File: src/rtl/ram_1r_nw_byte_mask_sync.sv
// ram_1r_nw_byte_mask_sync: 1 read port, write_ports_p byte-masked write ports, LVT-merged banks
//   clk_i/reset_i         : clock, synchronous active-high reset
//   w_v_i/w_addr_i/
//   w_data_i/w_mask_i     : per-port write valid/address/data/byte mask, port k in slice k
//   r_v_i/r_addr_i        : read request and address
//   r_v_o/r_data_o        : read valid and data one cycle later (data is 0 when not valid)
//   RAM_1R_NW_WRITE_BYPASS_EN : when defined, same-cycle writes are forwarded to the read (write-first)
module ram_1r_nw_byte_mask_sync #(
  parameter int width_p = 32,
  parameter int els_p = 32,
  parameter int write_ports_p = 2,
  parameter int addr_width_lp = (els_p == 1) ? 1 : $clog2(els_p),
  parameter int mask_width_lp = width_p / 8,
  parameter int bank_sel_width_lp = (write_ports_p == 1) ? 1 : $clog2(write_ports_p)
) (
  input  logic                                   clk_i,
  input  logic                                   reset_i,
  input  logic [write_ports_p-1:0]               w_v_i,
  input  logic [write_ports_p*addr_width_lp-1:0] w_addr_i,
  input  logic [write_ports_p*width_p-1:0]       w_data_i,
  input  logic [write_ports_p*mask_width_lp-1:0] w_mask_i,
  input  logic                                   r_v_i,
  input  logic [addr_width_lp-1:0]               r_addr_i,
  output logic                                   r_v_o,
  output logic [width_p-1:0]                     r_data_o
);
  logic r_v_q;
  logic [write_ports_p-1:0][width_p-1:0] bank_rd;
  logic [mask_width_lp-1:0][bank_sel_width_lp-1:0] sel_q;
  logic [mask_width_lp-1:0] byp_v_q;
  logic [width_p-1:0] byp_d_q;
  always_ff @(posedge clk_i) r_v_q <= !reset_i && r_v_i;
  assign r_v_o = r_v_q;
  for (genvar k = 0; k < write_ports_p; k++) begin : g_bank
    logic [width_p-1:0] mem [els_p];
    logic [width_p-1:0] rd_q;
    logic [addr_width_lp-1:0] wa;
    assign wa = w_addr_i[k*addr_width_lp +: addr_width_lp];
    always_ff @(posedge clk_i) begin
      if (w_v_i[k] && !reset_i)
        for (int j = 0; j < mask_width_lp; j++)
          if (w_mask_i[k*mask_width_lp+j]) mem[wa][j*8 +: 8] <= w_data_i[k*width_p+j*8 +: 8];
      if (r_v_i && !reset_i) rd_q <= mem[r_addr_i];
    end
    assign bank_rd[k] = rd_q;
  end
  if (write_ports_p > 1) begin : g_lvt
    logic [mask_width_lp-1:0][bank_sel_width_lp-1:0] lvt [els_p];
    // Ports are scanned low to high so the highest-index writer of a byte lands last.
    always_ff @(posedge clk_i) begin
      if (reset_i) begin
        for (int e = 0; e < els_p; e++) lvt[e] <= '0;
        sel_q <= '0;
      end else begin
        for (int k = 0; k < write_ports_p; k++)
          for (int j = 0; j < mask_width_lp; j++)
            if (w_v_i[k] && w_mask_i[k*mask_width_lp+j])
              lvt[w_addr_i[k*addr_width_lp +: addr_width_lp]][j] <= bank_sel_width_lp'(k);
        if (r_v_i) sel_q <= lvt[r_addr_i];
      end
    end
  end else begin : g_no_lvt
    assign sel_q = '0;
  end
`ifdef RAM_1R_NW_WRITE_BYPASS_EN
  logic [mask_width_lp-1:0] byp_v;
  logic [width_p-1:0] byp_d;
  always_comb begin
    byp_v = '0;
    byp_d = '0;
    for (int k = 0; k < write_ports_p; k++)
      for (int j = 0; j < mask_width_lp; j++)
        if (w_v_i[k] && w_mask_i[k*mask_width_lp+j] && w_addr_i[k*addr_width_lp +: addr_width_lp] == r_addr_i) begin
          byp_v[j] = 1'b1;
          byp_d[j*8 +: 8] = w_data_i[k*width_p+j*8 +: 8];
        end
  end
  always_ff @(posedge clk_i)
    if (r_v_i && !reset_i) begin
      byp_v_q <= byp_v;
      byp_d_q <= byp_d;
    end
`else
  assign byp_v_q = '0;
  assign byp_d_q = '0;
`endif
  always_comb begin
    r_data_o = '0;
    for (int j = 0; j < mask_width_lp; j++)
      r_data_o[j*8 +: 8] = !r_v_q ? 8'h00 : byp_v_q[j] ? byp_d_q[j*8 +: 8] : bank_rd[sel_q[j]][j*8 +: 8];
  end
`ifndef SYNTHESIS
  localparam logic [addr_width_lp:0] els_lp = (addr_width_lp+1)'(els_p);
  always_ff @(posedge clk_i)
    if (!reset_i) begin
      for (int k = 0; k < write_ports_p; k++)
        assert (!w_v_i[k] || {1'b0, w_addr_i[k*addr_width_lp +: addr_width_lp]} < els_lp);
      assert (!r_v_i || {1'b0, r_addr_i} < els_lp);
    end
`endif
endmodule

File: config.mk
export PLATFORM = sky130hd
export DESIGN_NAME = ram_1r_nw_byte_mask_sync
export DESIGN_NICKNAME = d
export VERILOG_FILES = /design/src/rtl/ram_1r_nw_byte_mask_sync.sv
export SDC_FILE = /design/constraint.sdc
export NUM_CORES = 2
export LEC_CHECK = 0
export CAP_MARGIN = 20
export CORE_MARGIN = 2
export CORE_UTILIZATION = 40
export DETAILED_ROUTE_END_ITERATION = 10
export GPL_ROUTABILITY_DRIVEN = 0
export PLACE_DENSITY = 0.66
export REMOVE_ABC_BUFFERS = 1
export SLEW_MARGIN = 30
export SYNTH_ARGS = -nofsm -noshare
export SYNTH_HDL_FRONTEND = slang
export SYNTH_SLANG_ARGS = --single-unit
File: constraint.sdc
create_clock -name clk_i -period 5.61 [get_ports clk_i]
set_clock_uncertainty 0.2 [all_clocks]
set_input_delay 1.4025 -clock clk_i [delete_from_list [all_inputs] [get_ports clk_i]]
set_output_delay 1.4025 -clock clk_i [all_outputs]
set_load 0.01 [all_outputs]
Word-level counts from Yosys, hierarchy flattened
Memory sizes are Yosys's and may differ from the RTL's. A register that Yosys moved wholly into a read port is not among the register bits.
Cells that the tools add are included.
- bits in registers: 1
- bits in writable memories: 2176
- input bits: 92
- output and inout port bits: 33
- word-level logic and storage cells: 90
- memories kept: 3
- magnitude comparators: 4
- muxes and demuxes: 68
- reduce and logical (&&, ||, !) cells: 14
- memory list (memory ; depth ; bits a word ; rd ports ; clocked after memory_dff ; wr ports ; line ; text):
    g_bank[0].mem ; 32 ; 32 ; 1 ; 1 ; 1 ; 35 ; logic [width_p-1:0] mem [els_p];
    g_bank[1].mem ; 32 ; 32 ; 1 ; 1 ; 1 ; 35 ;
    g_lvt.lvt ; 32 ; 4 ; 1 ; 1 ; 32 ; 48 ; logic [mask_width_lp-1:0][bank_sel_width_lp-1:0] lvt [els_p];
- operators by type and width (kind ; count):
    $mux 32 ; 2
    $mux 1 ; 50
    $mux 24 ; 2
    $mux 8 ; 6
    $mux 16 ; 2
    $mux 4 ; 4
    $logic_and 1x1->1 ; 11
    $mux 5 ; 2
    $lt 1x2->1 const B ; 4
    $reduce_or 4->1 ; 2
    $logic_not 1->1 ; 1

Longest topological paths before layout
- depth in word-level cells: 6
- mapped depth: 9
- mapped depth without buffers: 4

Worst setup path before layout
OpenSTA, ideal clock, no wires.
- path type: input-to-reg
- start: in reset_i
- end: reg g_bank[0].rd_q[0], read port of g_bank[0].mem, enable pin
- library setup time: 494 ps
- arrival: 4612 ps
- data required time: 4916 ps
- setup slack: 304 ps
- stages on the path: 3
- buffers on the path: 2
- cells stage by stage: clkbuf_1 -> clkbuf_1 -> nor2b_1
- cells in the longest elaborated chain, start to end: 2
- RTL lines (element ; line ; text):
    start: declaration ; 17 ; input logic reset_i,
    $logic_not 1->1 ; 43 ; if (r_v_i && !reset_i) rd_q <= mem[r_addr_i];
    $logic_and 1x1->1 ; 43 ;
    end: declaration ; 36 ; logic [width_p-1:0] rd_q;
No other way between the ends.

Worst setup path after layout
- start: reg sel_q[3] in the netlist's numbering, read port of g_lvt.lvt
- end: out r_data_o[24]
- cells in the longest elaborated chain, start to end: 3
- RTL lines (element ; line ; text):
    start: declaration ; 29 ; logic [mask_width_lp-1:0][bank_sel_width_lp-1:0] sel_q;
    $mux 32 (implied by the code) (2 in series) ; 90 ; r_data_o[j*8 +: 8] = !r_v_q ? 8'h00 : byp_v_q[j] ? byp_d_q[j*8 +: 8] : bank_rd[sel_q[j]][j*8 +: 8];
    $mux 8 ; 90 ;
    end: declaration ; 25 ; output logic [width_p-1:0] r_data_o
No other way between the ends. The select of a mux whose other input is x is not followed.

==> results by group <==
Cells and area
  • Nets: 4555
  • Layout cells sized above 1: 0.289
  • Post-route cell area: 100000 um2
  • Area grow syn2layout: 15.4%
  • Final core occ: 0.463
  • Cell Count, Final, Fillers Out: 7505

Min path
  • WHS Path Cells: 2
  • HP Start: g_lvt.lvt[22][2]
  • Hold crit path type: reg -> reg
  • Hold EP: g_lvt.lvt[22][2]

STA
  • RSZ-0062 raised after global routing: no
  • Final hold violation count: 0
  • Setup TNS: 0 ps
  • Worst slew pin tran: 1150 ps
  • PnR worst setup slack: 784 ps
  • Post-layout min period: 4830 ps
  • Max-slew violations: 0
  • Tightest hold margin: 274 ps
  • Part of the cycle the worst path needs: 0.860
  • Fmax: 207 MHz
  • Worst slew margin: 0.229
  • Endpoints failing setup: 0

Logic synthesis
  • Post-synthesis compound-gate area fraction: 0.0205
  • Cell area after synthesis: 86900 um2
  • Post-synthesis mux area share: 0.181
  • Post-synthesis sequential area ratio: 0.761
  • Synthesized area per cell: 21.5 um2
  • Xor/xnor share of the synthesized area: 0
  • Yosys reg bits: 2245
  • Yosys warns: 0
  • Cell taking the most area after synthesis: edfxtp_1
  • Synth Area in Simple Gates: 0.0205
  • Ys flop type: edfxtp_1
  • Largest family of logic cells by synthesized area: multiplexers
  • Top area cells in the synthesized netlist: edfxtp_1 73%, mux4_2 16%, dfxtp_1 3.1%
  • Asr flop ratio synth: 0
  • Synth Instances: 4039
  • Synth top area share: 0.730
  • Cell variety after synth: 32
  • Adder-cell share of the synthesized area: 0
  • EDFF count, synth: 2112

Global route
  • First-pass GRT wire length: 333000 um
  • Vias in the first global route: 43600
  • Antenna violations before repair: 22
  • Congestion Overflow GR: 0
  • All-Layer GR Usage: 0.211
  • Largest net degree at the start of global routing: 87

Routing
  • DR pass1 iterations: 7
  • Vias per cell: 5.85
  • Starting DRC count in detailed routing: 5912
  • Routed length per instance: 31.3 um
  • Total number of vias: 43900
  • Drt total wl: 235000 um
  • Routed Antenna Nets: 0
  • # DRC: 0

Place
  • Post-Place Setup Slack: 795 ps
  • # port buffers: 124
  • DP Area: 93400 um2
  • HPWL Detailed: 151000 um
  • Dpl cells: 7104

Pwr
  • Total power: 34.3 mW
  • Peak supply drop: 0.000286 V
  • PwrDens: 343 nW/um2
  • Static leakage: 31.3 nW

CTS
  • Post-CTS setup buffers: 0
  • CTS Sinks: 2245
  • CTS root buffer: clkbuf_16
  • CTS max path bufs: 3
  • H-tree Lvls: 4
  • Clock transition at path regs: 60 ps
  • CTS Buf Count: 211
  • # resized after CTS: 0
  • Cts-stage hold buffer count: 0
  • CTS tree: done
  • Clk_lat worst skew: 870 ps

Outcome
  • Outcome: completed

Floorplan
  • Cell Rows: 171
  • Die ar.: 221000 um2
  • Initial Util: 0.401
  • I/O Pins: 125
  • Die Span Y: 470 um
  • Core ar.: 217000 um2
  • Die Wd: 470 um

Worst setup path
  • FF-to-FF path depth: 4
  • RR Startpoint: g_bank[1].mem[15][10]
  • Setup CP Type: reg -> out
  • CP endpoint kind: primary output
  • R2R Path End: g_bank[1].rd_q[10]
  • Critical path launch point: sel_q[3]
  • Crit path launch type: flop
  • Crit path DAT: 3220 ps
  • Worst R2R Setup Slack: 3370 ps
  • Crit Path Max Fanout: 10
  • Worst Path Required: 4010 ps

Run
  • Maxcap violations: 0
-- layout by cell type, fill, tap and decap left out, drive strengths merged --
cell type and instances:
a221o 10, bufinv 20, clkdlybuf4s50 94, diode 7, mux4 618, o31ai 4
edfxtp 2112, clkinv 99, clkinvlp 7, or2 3, and3 2, mux2 56
clkbuf 266, and3b 5, mux2i 120, nor3 6, nor4b 4, a21o 18
buf 348, and2 3, dfxtp 133, nand2b 6, o22ai 44, nor2 265
inv 132, nor3b 6, nor2b 42, o21ai 4, a22oi 8, nand2 76
a21oi 1, a211o 4, o32ai 128
-- per-layer routing --
layer  wire, um  GRT usage  vias up
met3      20800     0.0439      535
met5         93          0        -
met4      11700     0.0948       14
met1      90900      0.284    23300
met2     111000      0.333     2334
li1           -          -    17700
-- cells in the mapped netlist, drive strengths merged (4+ instances only) --
master	number
nor3b	6
clkbuf	138
dfxtp	133
inv	128
o31ai	4
nor4b	4
mux4	618
a22oi	8
nand2	76
buf	95
and3b	5
nor2b	42
o21ai	4
mux2i	120
mux2	56
a21o	18
nand2b	6
nor3	6
o22ai	44
a221o	10
a211o	4
edfxtp	2112
o32ai	128
nor2	265
-- sequential cells by signal (all words and copies together) (netlist names) --
name,cells
g_lvt.lvt,128
g_bank.mem,2048
r_v_o,1
g_bank.rd_q,64
sel_q,4
-- critical path: stages (launching register included) --
cell             delay [ps]
dfxtp_1                 870
mux2i_1                 170
nor2b_1                 630
clkdlybuf4s50_1         670
-- worst max-delay path by stage --
stage	end	slack (ps)	cells after the start
floorplan	g_bank[0].rd_q[0]	630	1
detailed placement	g_bank[1].mem[29][8]	790	6
global route	r_data_o[24]	720	3
finish	r_data_o[24]	780	3
global placement	g_bank[1].mem[29][8]	810	6
CTS	r_data_o[24]	790	2
-- report_power, final --
| part | switching [mW] | leakage (nW) | total [mW] | internal (mW) |
|---|---|---|---|---|
| Clock | 6.15 | 3.33 | 14.1 | 7.97 |
| Combinational | 1.05 | 7.83 | 1.76 | 0.710 |
| Sequential | 0.0506 | 20.1 | 18.5 | 18.4 |
| Total | 7.25 | 31.3 | 34.3 | 27.1 |
-- cell families (layout without fill, tap and decap cells) --
family / count (synthesis) / count (layout)
compound gates: 221 / 221
flops: 2245 / 2245
simple gates: 418 / 418
mux: 794 / 794
other cells: 0 / 7
buf+inv: 361 / 966
-- final cells by class --
class	count	area, um2
inverters	128	480
diodes	7	17.5
multi-input cells	1433	19400
well taps	2854	3570
flip-flops and latches	2245	66100
clock buffers	264	5570
repair buffers	444	3850
fillers	17800	116000
clock inverters	130	1280
(Power assumes the default switching activity.)
